$ cat config.mk
export PLATFORM = sky130hd
export DESIGN_NAME = axis_video_frame_arbiter
export DESIGN_NICKNAME = d
export VERILOG_FILES = /design/src/rtl/axis_video_frame_arbiter.sv
export SDC_FILE = /design/constraint.sdc
export NUM_CORES = 1
export LEC_CHECK = 0
export ABC_AREA = 1
export BUFFER_PORTS_ARGS = -buffer_cell sky130_fd_sc_hd__buf_2
export CAP_MARGIN = 40
export CORE_AREA = 3 3 65 67
export CTS_BUF_LIST = sky130_fd_sc_hd__clkbuf_8
export CTS_CLUSTER_SIZE = 12
export DETAILED_ROUTE_END_ITERATION = 7
export DIE_AREA = 0 0 68 70
export HOLD_SLACK_MARGIN = 0.08
export PLACE_DENSITY = 0.76
export RECOVER_POWER = 100
export SYNTH_ARGS = -nofsm -noshare
export SYNTH_HDL_FRONTEND = slang
export SYNTH_SLANG_ARGS = --single-unit
$ cat constraint.sdc
create_clock -name clk -period 1.67 [get_ports clk]
set_clock_uncertainty 0.15 [all_clocks]
set_input_delay 0.2505 -clock clk [delete_from_list [all_inputs] [get_ports clk]]
set_output_delay 0.2505 -clock clk [all_outputs]
set_load 0.02 [all_outputs]
$ cat src/rtl/axis_video_frame_arbiter.sv
// rtl/axis_video_frame_arbiter.sv - frame-granular round-robin arbiter for two AXI4-Stream video sources
module axis_video_frame_arbiter #(
  parameter int N       = 8,
  parameter int WIDTH   = 10,
  parameter int HEIGHT  = 10,
  parameter int TIMEOUT = 64
) (
  input  logic         clk,
  input  logic         aresetn,
  input  logic         en,
  input  logic [N-1:0] s0_tdata,
  input  logic         s0_tvalid,
  output logic         s0_tready,
  input  logic         s0_tlast,
  input  logic         s0_tuser,
  input  logic [N-1:0] s1_tdata,
  input  logic         s1_tvalid,
  output logic         s1_tready,
  input  logic         s1_tlast,
  input  logic         s1_tuser,
  output logic [N-1:0] m_tdata,
  output logic         m_tvalid,
  input  logic         m_tready,
  output logic         m_tlast,
  output logic         m_tuser,
  output logic         active_src,
  output logic         busy,
  output logic         frame_done,
  output logic         sof_err,
  output logic         timeout_err,
  output logic         line_err
);

  localparam logic [0:0] S_IDLE   = 1'b0;
  localparam logic [0:0] S_STREAM = 1'b1;
  localparam int PW = $clog2(WIDTH + 1);
  localparam int LW = $clog2(HEIGHT + 1);
  localparam int IW = $clog2(TIMEOUT + 1);

  logic [0:0]    state_q, state_d;
  logic          active_q, active_d;
  logic          last_grant_q, last_grant_d;
  logic          started_q, started_d;
  logic [PW-1:0] pix_cnt_q, pix_cnt_d;
  logic [LW-1:0] line_cnt_q, line_cnt_d;
  logic [IW-1:0] idle_cnt_q, idle_cnt_d;
  logic          frame_done_d, sof_err_d, timeout_err_d, line_err_d;

  logic [N-1:0]  sel_tdata;
  logic          sel_tvalid, sel_tlast, sel_tuser, sel_tready;
  logic          streaming, early_sof, fwd_ready, accept;
  logic          req0, req1, frame_end, timeout_hit;

  always_comb begin
    sel_tdata  = active_q ? s1_tdata  : s0_tdata;
    sel_tvalid = active_q ? s1_tvalid : s0_tvalid;
    sel_tlast  = active_q ? s1_tlast  : s0_tlast;
    sel_tuser  = active_q ? s1_tuser  : s0_tuser;
    sel_tready = ~m_tvalid | m_tready;
    streaming  = (state_q == S_STREAM);
    // A second SOF inside a started frame is held back so it can re-compete.
    early_sof  = streaming & sel_tvalid & sel_tuser & started_q;
    fwd_ready  = streaming & sel_tready & ~early_sof;
    accept     = fwd_ready & sel_tvalid;
    // Idle: non-SOF beats are flushed, SOF beats wait for a grant.
    s0_tready  = streaming ? (~active_q & fwd_ready) : ~s0_tuser;
    s1_tready  = streaming ? ( active_q & fwd_ready) : ~s1_tuser;
    req0       = s0_tvalid & s0_tuser;
    req1       = s1_tvalid & s1_tuser;
    frame_end  = accept & sel_tlast & (line_cnt_q == LW'(HEIGHT - 1));
    timeout_hit = streaming & ~sel_tvalid & (idle_cnt_q == IW'(TIMEOUT - 1));
  end

  always_comb begin
    state_d       = state_q;
    active_d      = active_q;
    last_grant_d  = last_grant_q;
    started_d     = started_q;
    pix_cnt_d     = pix_cnt_q;
    line_cnt_d    = line_cnt_q;
    idle_cnt_d    = idle_cnt_q;
    frame_done_d  = 1'b0;
    sof_err_d     = 1'b0;
    timeout_err_d = 1'b0;
    line_err_d    = accept & sel_tlast & (pix_cnt_q != PW'(WIDTH - 1));
    if (!streaming) begin
      if (en && (req0 || req1)) begin
        state_d    = S_STREAM;
        active_d   = (req0 && req1) ? ~last_grant_q : req1;
        started_d  = 1'b0;
        pix_cnt_d  = '0;
        line_cnt_d = '0;
        idle_cnt_d = '0;
      end
    end else begin
      if (accept) begin
        started_d = 1'b1;
        if (sel_tlast) begin
          pix_cnt_d  = '0;
          line_cnt_d = line_cnt_q + LW'(1);
        end else begin
          pix_cnt_d = pix_cnt_q + PW'(1);
        end
      end
      idle_cnt_d = sel_tvalid ? '0 : idle_cnt_q + IW'(1);
      if (frame_end || early_sof || timeout_hit) begin
        frame_done_d  = frame_end;
        sof_err_d     = ~frame_end & early_sof;
        timeout_err_d = ~frame_end & ~early_sof & timeout_hit;
        state_d       = S_IDLE;
        last_grant_d  = active_q;
        started_d     = 1'b0;
        pix_cnt_d     = '0;
        line_cnt_d    = '0;
        idle_cnt_d    = '0;
      end
    end
  end

  always_ff @(posedge clk or negedge aresetn) begin
    if (!aresetn) begin
      state_q      <= S_IDLE;
      active_q     <= 1'b0;
      last_grant_q <= 1'b1;
      started_q    <= 1'b0;
      pix_cnt_q    <= '0;
      line_cnt_q   <= '0;
      idle_cnt_q   <= '0;
      frame_done   <= 1'b0;
      sof_err      <= 1'b0;
      timeout_err  <= 1'b0;
      line_err     <= 1'b0;
    end else begin
      state_q      <= state_d;
      active_q     <= active_d;
      last_grant_q <= last_grant_d;
      started_q    <= started_d;
      pix_cnt_q    <= pix_cnt_d;
      line_cnt_q   <= line_cnt_d;
      idle_cnt_q   <= idle_cnt_d;
      frame_done   <= frame_done_d;
      sof_err      <= sof_err_d;
      timeout_err  <= timeout_err_d;
      line_err     <= line_err_d;
    end
  end

  always_ff @(posedge clk or negedge aresetn) begin
    if (!aresetn) begin
      m_tdata  <= '0;
      m_tvalid <= 1'b0;
      m_tlast  <= 1'b0;
      m_tuser  <= 1'b0;
    end else if (accept) begin
      m_tdata  <= sel_tdata;
      m_tvalid <= 1'b1;
      m_tlast  <= sel_tlast;
      m_tuser  <= sel_tuser;
    end else if (m_tready) begin
      m_tvalid <= 1'b0;
    end
  end

  assign active_src = active_q;
  assign busy       = streaming;

endmodule

* Word-level counts from Yosys, hierarchy flattened *
Index checks and enable logic that the tools add are counted.

word-level totals
  register bits after elaboration = 34
  input bits = 26
  output and inout bits = 19

cells by class
  $add $sub $neg = 3
  equal/unequal tests = 5
  multiplexer cells = 35
  bitwise gates (word level) = 28
  reductions and logical operators = 11

operator list
  operator             count
  $mux 4               9
  $mux 7               4
  $mux 1               21
  $and 1x1->1          18
  $not 1->1            9
  $add 4x1->4 const B  2
  $mux 8               1
  $add 7x1->7 const B  1
  $eq 7x6->1 const B   1
  $ne 3x1->1 const B   2
  $reduce_and 2->1     3
  $eq 4x4->1 const B   1
  $ne 4x4->1 const B   1
  $reduce_bool 2->1    2
  $logic_or 1x1->1     3
  $reduce_and 3->1     1
  $logic_and 1x1->1    2
  $or 1x1->1           1

* Depth between registers and ports, before layout *
Gate-level depths: netlist (run 1).

  word-level depth = 14
  gate-level depth with buffers = 11
  mapped depth without buffers = 11

* Worst setup path after synthesis (run 1) *
No wires, ideal clock.

  path type = register to output
  start point = reg active_q (netlist: active_src)
  end point = out s0_tready
  arrival time = 1.270 ns
  data required time = 1.270 ns
  setup slack = 0.000 ns
  cell stages (with the launch flop) = 7
  path buffers = 0
  cell sequence = dfrtp_1 inv_2 nand2_2 nand2_4 nand3_2 nand2_1 o22ai_1

on the way
  longest elaborated chain between the ends = 8

RTL lines
  item                      line  text
  start, declared           41    logic active_q, active_d;
  start signal, assigned    135   active_q <= active_d;
  $mux 1                    56    sel_tvalid = active_q ? s1_tvalid : s0_tvalid;
  $and 1x1->1 (3 in a row)  62    early_sof = streaming & sel_tvalid & sel_tuser & started_q;
  $not 1->1                 63    fwd_ready = streaming & sel_tready & ~early_sof;
  $and 1x1->1               63
  $and 1x1->1 (*)           66    s0_tready = streaming ? (~active_q & fwd_ready) : ~s0_tuser;
  $mux 1 (*)                66
  end, declared             13    output logic s0_tready,

Mark *: on every way between the ends. The rest lies on a longest branch, timed or not.

* Final worst setup path (run 1) *
Ends and elaborated chain as after synthesis.

==> PnR_summary.wiki, run 1 <==
{| class="wikitable"
! Metric !! Value
|-
| Result of the run || finished, violations left
|-
| Violated checks || negative setup slack
|-
| Maximum number of pins on one net before global-route repair || 21
|-
| Post-route design area || 2690 µm²
|-
| Final worst-path setup slack || -0.137 ns
|-
| Final setup vio count || 17
|-
| Post-route clock period utilization || 108%
|-
| Syn Nets || 259
|-
| R2R Path Start || active_src
|-
| Die Area || 4760 µm²
|-
| Nets || ~340
|-
| Final WL || just over 5000 µm
|-
| Number of antenna violations at the first check in global routing || 0
|-
| Router iterations before antenna repair || 4
|-
| Register-to-register setup slack || -0.08 ns
|-
| Source of the worst hold timing path || s0_tdata[2]
|-
| Clock insertion delay at the later pin of the skew report || 0.29 ns
|-
| Fill cell count || ~260
|-
| Vias in the first global route || 1792
|-
| Worst slack after detailed placement || -0.0168 ns
|-
| Number of instances in the synthesized netlist || 228
|-
| Final number of hold-violating endpoints || 0
|-
| DRC violation count after routing || 0
|-
| Root Driver || sky130_fd_sc_hd__clkbuf_8
|-
| Cell total after placement || 338
|-
| Portion of the post-synthesis area used by sequential elements || 46.5%
|-
| Share of final-layout standard cells stronger than drive strength 1 || approximately two fifths
|-
| TritonCTS clock tree || done
|-
| Total design power || 4.59 mW
|-
| Starting utilization of the core area || 49.7%
|-
| Slew at the pin closest to its max-slew limit || approximately 0.75 ns
|-
| Synth unique cells || 28
|-
| Inserted Clock Buffers || 5
|-
| Yosys Warn Count || 0
|-
| Total cell area at the placement stage || approximately 2300 µm²
|-
| Mean cell area of the mapped netlist || 8.04 µm²
|-
| Leakage power total || ~1.4 nW
|-
| Power per standard cell area || approximately 1700 nW/µm²
|-
| Finished Layout Cells || 360
|-
| CP max FO || 4
|-
| Count of H-tree levels built during CTS || 2
|-
| Startpoint type of the worst setup path || flop
|-
| Routed Antenna Nets || 0
|-
| Routed via count || 1914
|-
| Leading cell types by total area after synthesis || sky130_fd_sc_hd__dfrtp_1 45%, sky130_fd_sc_hd__nand2_1 14%, sky130_fd_sc_hd__nor2_1 7.0%, sky130_fd_sc_hd__inv_1 4.1%, sky130_fd_sc_hd__nand4_1 3.8%
|-
| Clock net sink count || 34
|-
| Inserted Diodes || 0
|-
| Mean routed wirelength per cell || about 14 µm
|-
| Number of pins exceeding their max-slew limit in the final report || 0
|-
| Crit Path Category || flop to primary output
|-
| Number of placed I/O pins || 45
|-
| Biggest area consumer among synthesized cells || sky130_fd_sc_hd__dfrtp_1
|-
| Top-area cell type share of the netlist area || 45.1%
|-
| Arrival time of the worst setup path || 1.41 ns
|-
| Post-DP HPWL || 3140 µm
|-
| Crit. Startpoint || active_src
|-
| Total of flip-flops plus latches after synthesis || 34
|-
| Worst ir drop on vdd || 1270 µV
|-
| # port buffers || 44
|-
| Clock slew seen by the registers of the worst setup and hold paths || ~0.07 ns
|-
| Number of placement rows || 22
|-
| DR vias/cell || 5.32
|-
| Layout Utilization || 73.0%
|-
| Rel. slew slack || 49.7%
|-
| Unrepaired setup endpoints after global routing || true
|-
| Number of violations reported at the end of detailed-routing iteration 0 || 80
|-
| Global-route congestion overflow total || 0
|-
| Worst path required time || 1.27 ns
|-
| Max-cap viol count || 0
|-
| Area of the core region || between 3000 and 4000 µm²
|-
| Synth-to-Final Area Change || 46.8%
|-
| Minimum period implied by the final worst setup slack || 1.81 ns
|-
| Max Buffers Root-to-Sink || 2
|-
| Achievable Freq || between 0.5 and 0.6 GHz
|-
| Routability cong. || 0.798
|-
| Worst setup EP type || primary output
|-
| Global-route wire length before repair || around 7700 µm
|-
| Hold WC Path Type || primary input to flop
|-
| Mapped cell area || 1830 µm²
|-
| Die span in y || 70 µm
|-
| Horizontal die dimension || 68 µm
|-
| Total global-route track usage || about a fifth
|}
-- cell usage in the layout, fill, tap and decap left out, types with 2 or more instances in the layout --
master and count:
sky130_fd_sc_hd__nand2_2 9, sky130_fd_sc_hd__buf_4 26, sky130_fd_sc_hd__nor2_4 2, sky130_fd_sc_hd__nor2_1 33
sky130_fd_sc_hd__inv_1 18, sky130_fd_sc_hd__buf_6 7, sky130_fd_sc_hd__xnor2_1 2, sky130_fd_sc_hd__nand3_4 2
sky130_fd_sc_hd__xor2_1 5, sky130_fd_sc_hd__o31ai_4 2, sky130_fd_sc_hd__dfrtp_1 33, sky130_fd_sc_hd__o31ai_1 3
sky130_fd_sc_hd__o31ai_2 3, sky130_fd_sc_hd__dlygate4sd3_1 2, sky130_fd_sc_hd__o21ai_1 2, sky130_fd_sc_hd__nor3_4 2
sky130_fd_sc_hd__nand4_1 11, sky130_fd_sc_hd__buf_8 2, sky130_fd_sc_hd__nand3_1 8, sky130_fd_sc_hd__nand2_1 56
sky130_fd_sc_hd__buf_2 41, sky130_fd_sc_hd__ha_1 4, sky130_fd_sc_hd__o21ai_0 3, sky130_fd_sc_hd__clkbuf_8 8
sky130_fd_sc_hd__inv_2 5, sky130_fd_sc_hd__nand2_4 6
-- sequential cells by signal, summed over array words and instances (netlist names) --
name	count
busy	1
timeout_err	1
frame_done	1
line_err	1
pix_cnt_q	4
m_tdata	8
sof_err	1
active_src	1
m_tvalid	1
idle_cnt_q	7
last_grant_q	1
m_tlast	1
line_cnt_q	4
started_q	1
m_tuser	1
-- layout make-up --
cell class                 instances  area (µm²)  area share [%]
timing repair buffer              81         561            20.8
tap                               48        60.1            2.23
multi-input combinational        165        1020            37.7
inverter                          24        92.6            3.44
clock buffer                       8         110            4.09
sequential                        34         852            31.7
-- cell families after synthesis --
kind of cell | after synthesis | synth area share, %
buf+inv | 29 | 6.01
simple gates | 133 | 33.5
fa+ha+maj | 5 | 3.41
xor+xnor | 7 | 3.34
flops | 34 | 46.5
compound gates | 20 | 7.24
-- where the power goes --
group	switching, mW	internal (mW)	leakage [nW]
Clock	0.286	0.416	0.0575
Combinational	1.53	1.07	0.938
Sequential	0.184	1.11	0.440
Total	2.00	2.59	1.43
-- worst paths after layout --
path	endpoint	cells past startpoint
min	m_tdata[2]	3
min reg2reg	m_tlast	2
max in group asynchronous	last_grant_q	3
max	s0_tready	7
max reg2reg	line_cnt_q[0]	11
min in group asynchronous	line_cnt_q[1]	2
-- synth_stat cells (all sizes together) --
master and count:
o22ai 2, nand4 12, o31ai 8, o41ai 1, a21oi 1, buf 1, xor2 5, nor2 36
xnor2 2, nand2 71, inv 24, o211ai 1, o21ai 6, dfstp 1, nand3 11, nor3 3
clkbuf 4, dfrtp 33, ha 5, o2111ai 1
-- metrics by stage --
stage                     setup TNS [ns]  hold slack [ns]
after floorplan                -0.000382           -0.195
after global routing               -5.06            0.109
after detailed placement         -0.0377           0.0303
after CTS                         -0.404           0.0883
final                             -0.927           0.0992
after global placement          -0.00126           0.0253
-- critical path, stage by stage, from the launching register on --
cell and delay (ns):
sky130_fd_sc_hd__dfrtp_1 0.43, sky130_fd_sc_hd__inv_2 0.11, sky130_fd_sc_hd__nand2_2 0.07, sky130_fd_sc_hd__nand2_4 0.11, sky130_fd_sc_hd__nand3_4 0.09, sky130_fd_sc_hd__nand2_4 0.08
sky130_fd_sc_hd__o22ai_1 0.06, sky130_fd_sc_hd__buf_4 0.16
-- layer usage --
metal / GRT usage, % / up-vias / wire [µm]
li1: - / 904 / -
met2: 33.3 / 72 / 2480
met4: 6.84 / 0 / 194
met1: 27.1 / 922 / 2130
met3: 5.31 / 16 / 316
met5: 0 / - / 0
-- repair_timing --
action,CTS,global route
hold buffers,2,0
gates resized for setup,15,35
hold endpoints to repair,34,0
setup buffers,11,1
pin swaps,18,17
setup endpoints to repair,13,25
No activity file was read; power rests on OpenSTA's default activity.
==> inputs of run 2 (changes only) <==
--- a/config.mk
+++ b/config.mk
@@ -8,13 +8,13 @@
 export ABC_AREA = 1
 export BUFFER_PORTS_ARGS = -buffer_cell sky130_fd_sc_hd__buf_2
 export CAP_MARGIN = 40
-export CORE_AREA = 3 3 65 67
-export CTS_BUF_LIST = sky130_fd_sc_hd__clkbuf_8
+export CORE_AREA = 3 3 66 68
+export CTS_CLUSTER_DIAMETER = 80
 export CTS_CLUSTER_SIZE = 12
 export DETAILED_ROUTE_END_ITERATION = 7
-export DIE_AREA = 0 0 68 70
+export DIE_AREA = 0 0 69 71
 export HOLD_SLACK_MARGIN = 0.08
-export PLACE_DENSITY = 0.76
+export PLACE_DENSITY = 0.74
 export RECOVER_POWER = 100
 export SYNTH_ARGS = -nofsm -noshare
 export SYNTH_HDL_FRONTEND = slang
==> PnR_summary.wiki, run 2 (synthesized netlist as in run 1, its figures left out) <==
{| class="wikitable"
! Metric !! Value
|-
| Result of the run || finished, violations left
|-
| Violated checks || negative setup slack
|-
| Global-route wire length before repair || 7380 µm
|-
| Clock insertion delay at the later pin of the skew report || 0.28 ns
|-
| Source of the worst hold timing path || s0_tdata[7]
|-
| Finished Layout Cells || 357
|-
| Synth-to-Final Area Change || 40.1%
|-
| Rel. slew slack || 40.2%
|-
| Worst slack after detailed placement || -0.0541 ns
|-
| Number of pins exceeding their max-slew limit in the final report || 0
|-
| Crit. Startpoint || active_src
|-
| Number of placement rows || 23
|-
| Reg-to-reg endpoint || line_cnt_q[1]
|-
| Unrepaired setup endpoints after global routing || true
|-
| Slew at the pin closest to its max-slew limit || 0.897 ns
|-
| Share of final-layout standard cells stronger than drive strength 1 || between 30% and 40%
|-
| Die span in y || 71 µm
|-
| Most used cells in the layout excluding fill and tap cells || 61 x sky130_fd_sc_hd__nand2_1, 41 x sky130_fd_sc_hd__buf_2, 32 x sky130_fd_sc_hd__nor2_1, 32 x sky130_fd_sc_hd__dfrtp_1, 23 x sky130_fd_sc_hd__buf_4
|-
| Die Area || ~5000 µm²
|-
| Final setup vio count || 16
|-
| Cell total after placement || approximately 340
|-
| Router iterations before antenna repair || 4
|-
| Worst ir drop on vdd || 1210 µV
|-
| DRC violation count after routing || 0
|-
| Footprint of the flip-flops and latches || 853 µm²
|-
| Number of antenna violations at the first check in global routing || 0
|-
| Final worst-path setup slack || -0.112 ns
|-
| Nets || 338
|-
| Layout Utilization || about two thirds
|-
| Regs by FF count || m_tdata (8), idle_cnt_q (7)
|-
| Most common cell after layout, fill and taps aside || sky130_fd_sc_hd__nand2_1
|-
| Hold WC Path Type || primary input to flop
|-
| Horizontal die dimension || a little under 70 µm
|-
| Vias in the first global route || 1648
|-
| Fill cell count || 328
|-
| Inserted Clock Buffers || 5
|-
| TritonCTS clock tree || done
|-
| Crit Path Category || flop to primary output
|-
| Max Buffers Root-to-Sink || 2
|-
| Total global-route track usage || 18.4%
|-
| Starting utilization of the core area || a little under half
|-
| Power per standard cell area || between 1500 and 2000 nW/µm²
|-
| Number of violations reported at the end of detailed-routing iteration 0 || 99
|-
| Worst path required time || 1.27 ns
|-
| Area used by multi-input combinational logic || 971 µm²
|-
| Final WL || 4510 µm
|-
| Worst setup EP type || primary output
|-
| Inserted Diodes || 0
|-
| Mean routed wirelength per cell || 12.6 µm
|-
| Count of H-tree levels built during CTS || 2
|-
| Post-route clock period utilization || 107%
|-
| R2R Path Start || active_src
|-
| DR vias/cell || 4.93
|-
| Root Driver || sky130_fd_sc_hd__clkbuf_8
|-
| Clock slew seen by the registers of the worst setup and hold paths || 0.06 ns
|-
| Register-to-register setup slack || -0.10 ns
|-
| CP max FO || 5
|-
| Routed via count || 1759
|-
| Worst Hold Depth || 3
|-
| Area of the core region || 3910 µm²
|-
| Final number of hold-violating endpoints || 0
|-
| Leakage power total || about 1.4 nW
|-
| Post-DP HPWL || 3170 µm
|-
| Arrival time of the worst setup path || 1.38 ns
|-
| Worst hold slack across all endpoints || approximately 0.095 ns
|-
| # port buffers || 44
|-
| Cells on worst reg2reg path || 11
|-
| Largest Register || m_tdata
|-
| Number of placed I/O pins || 45
|-
| Achievable Freq || 0.561 GHz
|-
| Global-route congestion overflow total || 0
|-
| Maximum number of pins on one net before global-route repair || 21
|-
| Minimum period implied by the final worst setup slack || 1.78 ns
|-
| Routed Antenna Nets || 0
|-
| Max-cap viol count || 0
|-
| Startpoint type of the worst setup path || flop
|-
| Clock net sink count || 34
|-
| Capture endpoint of the worst hold path || m_tdata[7]
|-
| Routability cong. || 0.863
|-
| Max reg flops || 8
|}
==> run 2: changes by cell type in the layout (fill, tap and decap cells not counted), moves of 3 or more <==
cell / change
sky130_fd_sc_hd__buf_4: -3
sky130_fd_sc_hd__o31ai_1: +4
sky130_fd_sc_hd__buf_6: +3
sky130_fd_sc_hd__nand2_2: -3
sky130_fd_sc_hd__clkbuf_8: -3
sky130_fd_sc_hd__nand2_1: +5
==> run 2: repair_timing <==
item,CTS,global route
setup buffers,7,4
hold endpoints to repair,24,0
pin swaps,6,14
hold buffers,2,0
gates resized for setup,15,23
endpoints found under the setup margin,17,26
==> run 2: stage by stage <==
step | total power, mW | setup TNS, ns | instance area [µm²]
final | 4.17 | -1.21 | 2570
after global placement | 3.17 | -0.0194 | 2260
after CTS | 4.00 | -0.886 | 2460
after global routing | 4.49 | -4.20 | 2570
after floorplan | 2.53 | -0.000382 | 1830
after detailed placement | 3.22 | -0.325 | 2260
==> run 2: power by group <==
group | switching (mW) | internal [mW]
clock network | 0.273 | 0.287
registers | 0.182 | 1.11
logic | 1.39 | 0.938
total | 1.84 | 2.33
==> run 2: per-layer routing <==
layer / vias up / wire length [µm] / part of all wire, % / GRT usage, %
met5: - / 0 / 0 / 0
met2: 42 / 2240 / 50 / 29.6
met4: 0 / 56 / 1.2 / 6.72
li1: 897 / - / - / -
met3: 6 / 215 / 4.8 / 4.83
met1: 814 / 2000 / 44 / 24.1
==> run 2: final cells by class <==
cell class | count | share of cell area, %
multi-input cells | 165 | 37.8
flip-flops and latches | 34 | 33.2
repair buffers | 77 | 20.0
inverters | 24 | 3.51
clock buffers | 7 | 2.97
well taps | 50 | 2.44
==> run 2: worst max-delay path by stage <==
stage | to | slack (ns) | depth (start not counted)
floorplan | s0_tready | -0.0002 | 6
global placement | line_cnt_q[1] | -0.008 | 8
detailed placement | line_cnt_q[1] | -0.05 | 8
CTS | s1_tready | -0.08 | 7
global route | line_cnt_q[1] | -0.20 | 11
finish | s1_tready | -0.11 | 7
==> run 2: worst max-delay path, cell delays in order (launching register included) <==
cell and delay [ns]:
sky130_fd_sc_hd__dfrtp_2 0.44, sky130_fd_sc_hd__inv_2 0.10, sky130_fd_sc_hd__nand2_2 0.07, sky130_fd_sc_hd__nand2_4 0.10, sky130_fd_sc_hd__nand3_4 0.08, sky130_fd_sc_hd__nand2_4 0.08
sky130_fd_sc_hd__o22ai_2 0.08, sky130_fd_sc_hd__buf_6 0.14
==> inputs of run 3 (changes only) <==
--- a/config.mk
+++ b/config.mk
@@ -19,3 +19,4 @@
 export SYNTH_ARGS = -nofsm -noshare
 export SYNTH_HDL_FRONTEND = slang
 export SYNTH_SLANG_ARGS = --single-unit
+export TNS_END_PERCENT = 30
==> PnR_summary.wiki, run 3 (synthesized netlist as in run 1, its figures left out) <==
{| class="wikitable"
! Metric !! Value
|-
| Leakage power total || 1.39 nW
|-
| Rel. slew slack || 40.2%
|-
| CP max FO || 5
|-
| Inserted Diodes || 0
|-
| Violated checks || negative setup slack
|-
| Clock insertion delay at the later pin of the skew report || approximately 0.29 ns
|-
| # port buffers || between 40 and 50
|-
| Final WL || 4510 µm
|-
| Area of the core region || between 3000 and 4000 µm²
|-
| Critical path buffers and inverters || 2
|-
| Footprint of the flip-flops and latches || 853 µm²
|-
| Synth-to-Final Area Change || 39.7%
|-
| Horizontal die dimension || approximately 70 µm
|-
| Area used by multi-input combinational logic || 965 µm²
|-
| Max-cap viol count || 0
|-
| Unrepaired setup endpoints after global routing || true
|-
| Number of antenna violations at the first check in global routing || 0
|-
| Die Area || slightly below 5000 µm²
|-
| Die span in y || ~71 µm
|-
| Worst path required time || around 1.3 ns
|-
| Worst setup EP type || primary output
|-
| Count of H-tree levels built during CTS || 2
|-
| Switching power || 1.84 mW
|-
| DR vias/cell || 4.92
|-
| Power share of the sequential group || 31.0%
|-
| Clock net sink count || 34
|-
| Worst ir drop on vdd || between 1000 and 1500 µV
|-
| Clock group share of total power || 13.5%
|-
| Routed Antenna Nets || 0
|-
| Chain of cells forming the critical path || inv_2, nand2_2, nand2_4, nand3_4, nand2_4, o22ai_2, buf_6
|-
| Share of final-layout standard cells stronger than drive strength 1 || between 30% and 40%
|-
| Slew at the pin closest to its max-slew limit || 0.897 ns
|-
| Routability cong. || around 0.86
|-
| Vias in the first global route || 1650
|-
| GRT met3 Usage || 4.83%
|-
| Most used cells in the layout excluding fill and tap cells || 61 x sky130_fd_sc_hd__nand2_1, 41 x sky130_fd_sc_hd__buf_2, 33 x sky130_fd_sc_hd__nor2_1
|-
| Post-route design area || between 2000 and 3000 µm²
|-
| Delay of the slowest cell on the worst path || 0.44 ns
|-
| Number of placed I/O pins || 45
|-
| DRC violation count after routing || 0
|-
| Arrival time of the worst setup path || between 1 and 1.5 ns
|-
| Total cell area at the placement stage || 2260 µm²
|-
| Met1 track utilization from global routing || around 24%
|-
| Global-route wire length before repair || ~7400 µm
|-
| Regs by FF count || m_tdata (8), idle_cnt_q (7)
|-
| Startpoint type of the worst setup path || flop
|-
| Most used cell, CP || sky130_fd_sc_hd__nand2_4
|-
| Nets || 338
|-
| Combinational share of power || between 50% and 60%
|-
| Achievable Freq || 0.561 GHz
|-
| Crit Path Category || flop to primary output
|-
| Router iterations before antenna repair || 4
|-
| Post-route clock period utilization || 107%
|-
| Mean routed wirelength per cell || 12.6 µm
|-
| Worst slack after detailed placement || -0.0541 ns
|-
| Switching part of the total power || 44.1%
|-
| Post-DP HPWL || 3170 µm
|-
| Max Buffers Root-to-Sink || 2
|-
| Number of violations reported at the end of detailed-routing iteration 0 || 101
|-
| Final number of hold-violating endpoints || 0
|-
| Number of placement rows || 23
|-
| Result of the run || finished, violations left
|-
| Final worst-path setup slack || -0.111 ns
|-
| Starting utilization of the core area || 46.8%
|-
| Power per standard cell area || 1630 nW/µm²
|-
| Minimum period implied by the final worst setup slack || 1.78 ns
|-
| Fill cell count || 330
|-
| TritonCTS clock tree || done
|-
| Global-route congestion overflow total || 0
|-
| Number of pins exceeding their max-slew limit in the final report || 0
|-
| Largest Register || m_tdata
|-
| Maximum number of pins on one net before global-route repair || 21
|-
| Routing usage on met2 || between 20 and 30%
|-
| Slowest library cell on the worst path || sky130_fd_sc_hd__dfrtp_2
|-
| Internal power of the cells || 2.33 mW
|-
| Layout Utilization || 65.4%
|-
| Kind of cell with the highest combined delay on the critical path || flip-flops
|-
| Routed via count || ~1800
|-
| Busiest layer in global routing || met2
|-
| Root Driver || sky130_fd_sc_hd__clkbuf_8
|-
| Clock slew seen by the registers of the worst setup and hold paths || 0.07 ns
|-
| Most common cell after layout, fill and taps aside || sky130_fd_sc_hd__nand2_1
|-
| Hold WC Path Type || primary input to flop
|-
| Final setup vio count || 16
|-
| Max reg flops || 8
|-
| Inserted Clock Buffers || 5
|-
| Total global-route track usage || 18.4%
|}
[run 3: worst min-delay path, stage by stage]
cell and delay, ns:
sky130_fd_sc_hd__buf_2 0.09, sky130_fd_sc_hd__nor2_1 0.07, sky130_fd_sc_hd__o31ai_1 0.07
[run 3: metal layers]
| layer | routed length [µm] | vias up |
|---|---|---|
| met1 | 1970 | 810 |
| met2 | 2230 | 46 |
| met4 | 57 | 0 |
| li1 | - | 896 |
| met5 | 0 | - |
| met3 | 253 | 5 |
[run 3: what timing repair did]
action                                 4_1_cts  5_1_grt
buffers inserted                             7        4
pin swaps                                    6       13
setup endpoints to repair                   17       26
hold buffers                                 2        0
gates resized for setup                     15       21
endpoints found under the hold margin       24        0
[run 3: area by class of cell]
| class | instances | area share, % |
|---|---|---|
| repair buffers | 77 | 20.1 |
| flip-flops and latches | 34 | 33.3 |
| clock buffers | 7 | 2.98 |
| inverters | 24 | 3.52 |
| well taps | 50 | 2.44 |
| multi-input cells | 165 | 37.7 |
[run 3: metrics by stage]
step / hold slack [ns] / TNS [ns] / total power [mW] / cells
4_1_cts: 0.0923 / -0.886 / 4.00 / 353
2_1_floorplan: -0.195 / -0.000382 / 2.53 / 228
3_5_place_dp: 0.0598 / -0.325 / 3.22 / 337
6_report: 0.0944 / -1.21 / 4.16 / 357
3_3_place_gp: 0.0574 / -0.0194 / 3.17 / 337
5_1_grt: 0.108 / -4.24 / 4.48 / 357
[run 3: path summary, 6_finish.rpt]
check	start	endpoint	slack, ns	depth (start not counted)
setup / recovery	active_src	s1_tready	-0.11	7
setup reg to reg	active_src	line_cnt_q[1]	-0.11	11
min in group asynchronous	aresetn	line_cnt_q[3]	0.46	2
max in group asynchronous	aresetn	last_grant_q	0.08	3
hold / removal	s0_tdata[7]	m_tdata[7]	0.09	3
hold reg to reg	m_tdata[7]	m_tdata[7]	0.33	2
[run 3: power by group through the flow]
stage	clock [mW]	sequential, mW	combinational [mW]
detailed placement	0	1.29	1.93
global route	0.612	1.33	2.54
floorplan	0	1.50	1.03
CTS	0.575	1.28	2.14
global placement	0	1.29	1.88
finish	0.562	1.29	2.31
